--- src/rtl/clk_div_pkg.sv ---
// Shared constants and types for the clock-divider bank.
//   MIN_DIV     smallest divisor a channel will ever run with
//   DFLT_DIV    divisor loaded into every channel at reset (default)
//   DFLT_DIV_W  default divisor width
//   div_t       divisor word at the default width
//   ch_mode_e   per-channel operating mode (IDLE when disabled, RUN when enabled)
package clk_div_pkg;

  localparam int unsigned MIN_DIV    = 2;
  localparam int unsigned DFLT_DIV   = 2;
  localparam int unsigned DFLT_DIV_W = 16;

  typedef logic [DFLT_DIV_W-1:0] div_t;

  typedef enum logic {
    CH_IDLE = 1'b0,
    CH_RUN  = 1'b1
  } ch_mode_e;

endpackage

--- src/rtl/clk_div_chan.sv ---
// One divider channel: active divisor, phase counter, one-deep pending
// divisor register and registered clk_out / tick outputs.
//   clk_in   system clock
//   rst_n    synchronous reset, active-low
//   en       run enable (0 = IDLE, 1 = RUN)
//   sync     realign phase: counter to 0, outputs low, pending applied
//   wr       accepted divisor write for this channel (only when pend=0)
//   wr_div   divisor to store (values below MIN_DIV are clamped)
//   pend     a written divisor is waiting to be applied
//   clk_out  divided clock, high for ceil(div/2) of each div-cycle period
//   tick     high for the last cycle of each period
module clk_div_chan
  import clk_div_pkg::*;
#(
  parameter int unsigned DIV_W   = DFLT_DIV_W,
  parameter int unsigned DEF_DIV = DFLT_DIV
) (
  input  logic             clk_in,
  input  logic             rst_n,
  input  logic             en,
  input  logic             sync,
  input  logic             wr,
  input  logic [DIV_W-1:0] wr_div,
  output logic             pend,
  output logic             clk_out,
  output logic             tick
);

  logic [DIV_W-1:0] cnt;
  logic [DIV_W-1:0] div_act;
  logic [DIV_W-1:0] pend_div;
  logic [DIV_W-1:0] wr_div_cl;
  logic [DIV_W:0]   hi;
  logic             wrap;
  ch_mode_e         mode;

  assign mode      = en ? CH_RUN : CH_IDLE;
  // One extra bit so div_act = 2**DIV_W-1 does not overflow on the +1.
  assign hi        = ({1'b0, div_act} + (DIV_W+1)'(1)) >> 1;
  assign wrap      = (cnt == div_act - DIV_W'(1));
  assign wr_div_cl = (wr_div < DIV_W'(MIN_DIV)) ? DIV_W'(MIN_DIV) : wr_div;

  always_ff @(posedge clk_in) begin
    if (!rst_n) begin
      cnt      <= '0;
      div_act  <= DIV_W'(DEF_DIV);
      pend_div <= DIV_W'(DEF_DIV);
      pend     <= 1'b0;
      clk_out  <= 1'b0;
      tick     <= 1'b0;
    end else begin
      // wr is only ever asserted while pend is clear, so a store and an
      // apply never happen on the same edge.
      if (wr) begin
        pend_div <= wr_div_cl;
        pend     <= 1'b1;
      end
      case (mode)
        CH_IDLE: begin
          cnt     <= '0;
          clk_out <= 1'b0;
          tick    <= 1'b0;
          if (pend) begin
            div_act <= pend_div;
            pend    <= 1'b0;
          end
        end
        CH_RUN: begin
          if (sync) begin
            cnt     <= '0;
            clk_out <= 1'b0;
            tick    <= 1'b0;
            if (pend) begin
              div_act <= pend_div;
              pend    <= 1'b0;
            end
          end else begin
            clk_out <= ({1'b0, cnt} < hi);
            tick    <= wrap;
            cnt     <= wrap ? '0 : cnt + DIV_W'(1);
            if (wrap && pend) begin
              div_act <= pend_div;
              pend    <= 1'b0;
            end
          end
        end
        default: begin
          cnt     <= '0;
          clk_out <= 1'b0;
          tick    <= 1'b0;
        end
      endcase
    end
  end

endmodule

--- src/rtl/clk_div_bank.sv ---
// Bank of N_CH independent, runtime-programmable integer clock dividers.
//   clk_in     system clock
//   rst_n      synchronous reset, active-low
//   cfg_valid  divisor write request
//   cfg_ready  channel cfg_ch can accept a write (combinational)
//   cfg_ch     target channel of the write
//   cfg_div    new divisor (values below 2 are stored as 2)
//   sync       one-cycle pulse realigning the phase of every channel
//   en         per-channel run enable
//   clk_out    per-channel divided clock, registered
//   tick       per-channel one-cycle pulse on the last cycle of each period
module clk_div_bank
  import clk_div_pkg::*;
#(
  parameter  int unsigned N_CH    = 2,
  parameter  int unsigned DIV_W   = DFLT_DIV_W,
  parameter  int unsigned DEF_DIV = DFLT_DIV,
  localparam int unsigned CH_W    = (N_CH > 1) ? $clog2(N_CH) : 1
) (
  input  logic             clk_in,
  input  logic             rst_n,
  input  logic             cfg_valid,
  output logic             cfg_ready,
  input  logic [CH_W-1:0]  cfg_ch,
  input  logic [DIV_W-1:0] cfg_div,
  input  logic             sync,
  input  logic [N_CH-1:0]  en,
  output logic [N_CH-1:0]  clk_out,
  output logic [N_CH-1:0]  tick
);

  logic [N_CH-1:0] pend;
  logic [N_CH-1:0] wr;

  // A channel index beyond N_CH never reports ready, so it is never written.
  always_comb begin
    cfg_ready = 1'b0;
    for (int unsigned i = 0; i < N_CH; i++) begin
      if (cfg_ch == CH_W'(i)) cfg_ready = !pend[i];
    end
  end

  for (genvar g = 0; g < N_CH; g++) begin : g_ch
    assign wr[g] = cfg_valid && cfg_ready && (cfg_ch == CH_W'(g));

    clk_div_chan #(
      .DIV_W   (DIV_W),
      .DEF_DIV (DEF_DIV)
    ) u_chan (
      .clk_in  (clk_in),
      .rst_n   (rst_n),
      .en      (en[g]),
      .sync    (sync),
      .wr      (wr[g]),
      .wr_div  (cfg_div),
      .pend    (pend[g]),
      .clk_out (clk_out[g]),
      .tick    (tick[g])
    );
  end

endmodule
--- config.mk ---
export PLATFORM = sky130hd
export DESIGN_NAME = clk_div_bank
export DESIGN_NICKNAME = d
export VERILOG_FILES = /design/src/rtl/clk_div_pkg.sv /design/src/rtl/clk_div_chan.sv /design/src/rtl/clk_div_bank.sv
export SDC_FILE = /design/constraint.sdc
export NUM_CORES = 1
export LEC_CHECK = 0
export CAP_MARGIN = 20
export CORE_UTILIZATION = 35
export CTS_CLUSTER_SIZE = 40
export DETAILED_ROUTE_END_ITERATION = 8
export PLACE_DENSITY = 0.5
export SLEW_MARGIN = 20
export SYNTH_ARGS = -nofsm -noshare
export SYNTH_HDL_FRONTEND = slang
export SYNTH_HIERARCHICAL = 1
export SYNTH_SLANG_ARGS = --single-unit
--- constraint.sdc ---
create_clock -name clk_in -period 3.6 [get_ports clk_in]
set_input_delay 0.72 -clock clk_in [delete_from_list [all_inputs] [get_ports clk_in]]
set_output_delay 0.72 -clock clk_in [all_outputs]
set_load 0.005 [all_outputs]
==> impl_metrics.py <==
metrics = {
    "min_path": {
        "min_path_type": "reg -> reg",
        "min-delay-start": "g_ch[0].u_chan/pend_div[10]",
        "hold-path-endpoint": "g_ch[0].u_chan/div_act[10]",
        "hold_path_depth": 2,
    },
    "synth": {
        "ys_seq_area_share_pct": 30.6,
        "async_flop_share_pct": 0,
        "syn_area_per_cell_sq_um": 8.46,
        "synth.ff_latch_count": 102,
        "synth_edf_count": 0,
        "synth_cells": 788,
        "yosysWarnings": 6,
        "yosysUniqueCellTypes": 62,
        "synth_ff_type": "dfxtp_1",
        "synthesis.nets": 847,
        "syn-cell-area_sq_um": 6670,
    },
    "sta": {
        "rsz0062_at_grt": "no",
        "fmax_ghz": 0.295,
        "final.setup.tns_ns": 0,
        "maxSlewViolCount": 0,
        "tightest_slew_ns": 1.03,
        "relSlewSlack_pct": 30.9,
        "finClkSkew_ns": 0.00771,
        "setup_viol": 0,
        "period_share_pct": 94.3,
        "finalHoldViolCount": 0,
        "fin_crit_ns": 3.39,
    },
    "global_route": {
        "grt_pass1_wl_microns": 26000,
        "grt_pass1_vias": 5103,
        "grt_max_degree": 72,
        "grt_overflow": 0,
        "grt_usage_pct": 16.5,
        "antenna_found_initial": 0,
    },
    "power_and_ir_drop": {
        "vdd.ir_drop.worst_v": 0.000280,
        "power.leakage_uw": 0.00247,
        "powerDensity_nw_per_um2": 318,
    },
    "worst_setup_path": {
        "slowest_stage": "or4_4",
        "cp.arrival_ns": 3.60,
        "cp_common_cell": "or4_4",
        "r2r_end": "g_ch[1].u_chan/div_act[0]",
        "cpPeakStageDelay_ns": 0.58,
        "path_delay_family": "simple AND/OR/NAND/NOR gates",
        "setup.worst_path.end_class": "flop",
        "critPathKind": "reg -> reg",
        "crit_path_start_kind": "flop",
        "critical_path_peak_fanout": 11,
        "worstPathCellList": "or4_1, or4_4, a2111oi_2, nand4_1, or4_4, a31oi_4, buf_4, o221ai_1",
        "reg2reg_from": "g_ch[1].u_chan/div_act[2]",
        "crit_buf_inv": 1,
        "cp.required_ns": 3.81,
        "ff2ff_setup_slack_ns": 0.21,
        "reg2reg_depth": 8,
    },
    "finish": {
        "final_cell_mix": "102 x dfxtp_1, 99 x nand2_1, 77 x nor2_1, 68 x xnor2_1, 46 x mux2i_1",
        "layout-drive-gt1-share_pct": 7.66,
        "mostFrequentLayoutCell": "dfxtp_1",
        "nets": 850,
        "fin_cells": 1030,
        "synthToLayoutAreaGrowth_pct": 10.7,
        "antenna_cells": 0,
        "n_fill_cell": 1854,
    },
    "run_status": {
        "run_status": "finished, final reports clean",
    },
    "floorplanning": {
        "start_util_pct": 35.6,
        "ios": 28,
        "die-area_sq_um": 19600,
        "rows": 50,
        "core_sq_um": 18700,
        "die_h_microns": 140,
        "die-width_microns": 140,
    },
    "placed_design": {
        "dp_cells": 1014,
        "place.gp.congestion": 0.873,
        "place_hpwl_microns": 12200,
        "numPortBuffers": 27,
    },
    "clocking": {
        "clk_pin_slew_ns": 0.07,
        "clk_latency_ns": 0.35,
        "cts_max_path_buffers": 2,
        "htree_levels": 3,
        "cts_buffers": 9,
        "cts_sinks": 102,
        "tritoncts": "done",
        "hold_buffers": 0,
        "cts_root_buf": "clkbuf_16",
    },
    "routing": {
        "drt-total-wl_microns": 15700,
        "ant_nets": 0,
        "route.detailed.drc": 0,
        "first_pass_iters": 5,
        "wl_per_cell_microns": 15.3,
        "first_iter_violations": 224,
        "vias": 5311,
        "via_per_inst": 5.16,
    },
    "run": {
        "cap_violations": 0,
    },
}
[cells by family (layout without fill, tap and decap cells)]
group,Yosys count,in the layout,synth area share (%)
AND/OR/NAND/NOR,344,344,26.5
flip-flops,102,102,30.6
XOR/XNOR,98,98,12.9
AO/OA/AOI/OAI,89,89,11.3
buffers and inverters,73,81,5.07
multiplexers,46,46,6.91
adder cells (fa/ha/maj),36,36,6.76
[timing repair]
action                     4_1_cts  5_1_grt
setup endpoints to repair        0        1
buffers inserted                 0        0
gates resized for setup          0        1
[area by class of cell]
| class | count | area [sq um] | share of cell area (%) |
|---|---|---|---|
| clock buffers | 10 | 229 | 3.10 |
| flip-flops and latches | 102 | 2040 | 27.7 |
| well taps | 234 | 293 | 3.97 |
| clock inverters | 6 | 55.1 | 0.746 |
| repair buffers | 42 | 378 | 5.12 |
| multi-input cells | 613 | 4300 | 58.2 |
| inverters | 23 | 86.3 | 1.17 |
[synth_stat cells, types with 4 or more instances]
library cell	number	area [sq um]
clkbuf_1	33	124
buf_2	10	50.1
o221ai_2	10	150
inv_1	23	86.3
o21ai_0	9	45.0
dfxtp_1	102	2040
and2_1	4	25.0
nand2b_1	8	50.1
a21oi_1	12	60.1
and3_1	8	50.1
nor2b_1	40	250
o211ai_1	5	37.5
xor2_1	30	263
nor2_1	77	289
o221ai_1	7	61.3
a31oi_1	4	25.0
xnor2_1	68	596
nand4_1	22	138
nand2_1	99	372
nor4_1	15	93.8
ha_1	36	450
nand3_1	32	160
nor3_1	14	70.1
a21o_1	9	67.6
mux2i_1	46	460
[per-stage QoR]
step / hold slack, ns / setup WS, ns / total power, uW / utilization, % / instance area, sq um
floorplan: 0.437 / 0.295 / 1350 / - / 6670
global placement: 0.461 / 0.286 / 1430 / 37.9 / 7090
detailed placement: 0.452 / 0.249 / 1430 / 37.9 / 7090
CTS: 0.470 / 0.223 / 2380 / 39.4 / 7370
global route: 0.493 / 0.0360 / 2450 / 39.4 / 7380
finish: 0.465 / 0.207 / 2350 / 39.4 / 7380
[where the power goes]
group	leakage, uW	total (uW)	internal, uW	switching, uW
sequential	0.000826	1180	1150	27.0
clock	0.000133	942	483	459
combinational	0.00151	225	105	120
[registers in the layout, indices dropped and copies added (netlist names)]
signal,flops
g_ch.u_chan/clk_out,2
g_ch.u_chan/cnt,32
g_ch.u_chan/div_act,32
g_ch.u_chan/pend,2
g_ch.u_chan/pend_div,32
g_ch.u_chan/tick,2
[how the worst max path moves through the flow]
stage	slack (ns)	from	end	cells past startpoint
2_1_floorplan	0.30	g_ch[1].u_chan/div_act[0]	g_ch[1].u_chan/div_act[10]	10
3_3_place_gp	0.29	g_ch[1].u_chan/div_act[1]	g_ch[1].u_chan/div_act[13]	8
3_5_place_dp	0.25	g_ch[1].u_chan/div_act[1]	g_ch[1].u_chan/div_act[0]	8
4_1_cts	0.22	g_ch[1].u_chan/div_act[1]	g_ch[1].u_chan/div_act[0]	8
5_1_grt	0.04	g_ch[1].u_chan/div_act[2]	g_ch[1].u_chan/div_act[0]	8
6_report	0.21	g_ch[1].u_chan/div_act[2]	g_ch[1].u_chan/div_act[0]	8
[routing by layer]
layer | vias to the layer above | wire length (microns) | global-route usage [%]
li1 | 2736 | - | -
met1 | 2459 | 8140 | 23.5
met2 | 101 | 6790 | 25.2
met3 | 15 | 591 | 2.94
met4 | 0 | 200 | 5.38
met5 | - | 0 | 0
[worst reg2reg max path, stage by stage, from the launching register on]
cell	delay, ns
dfxtp_1	0.41
or4_1	0.56
or4_4	0.50
a2111oi_2	0.43
nand4_1	0.14
or4_4	0.58
a31oi_4	0.30
buf_4	0.21
o221ai_1	0.14
Power figures use the tool's default switching activity.
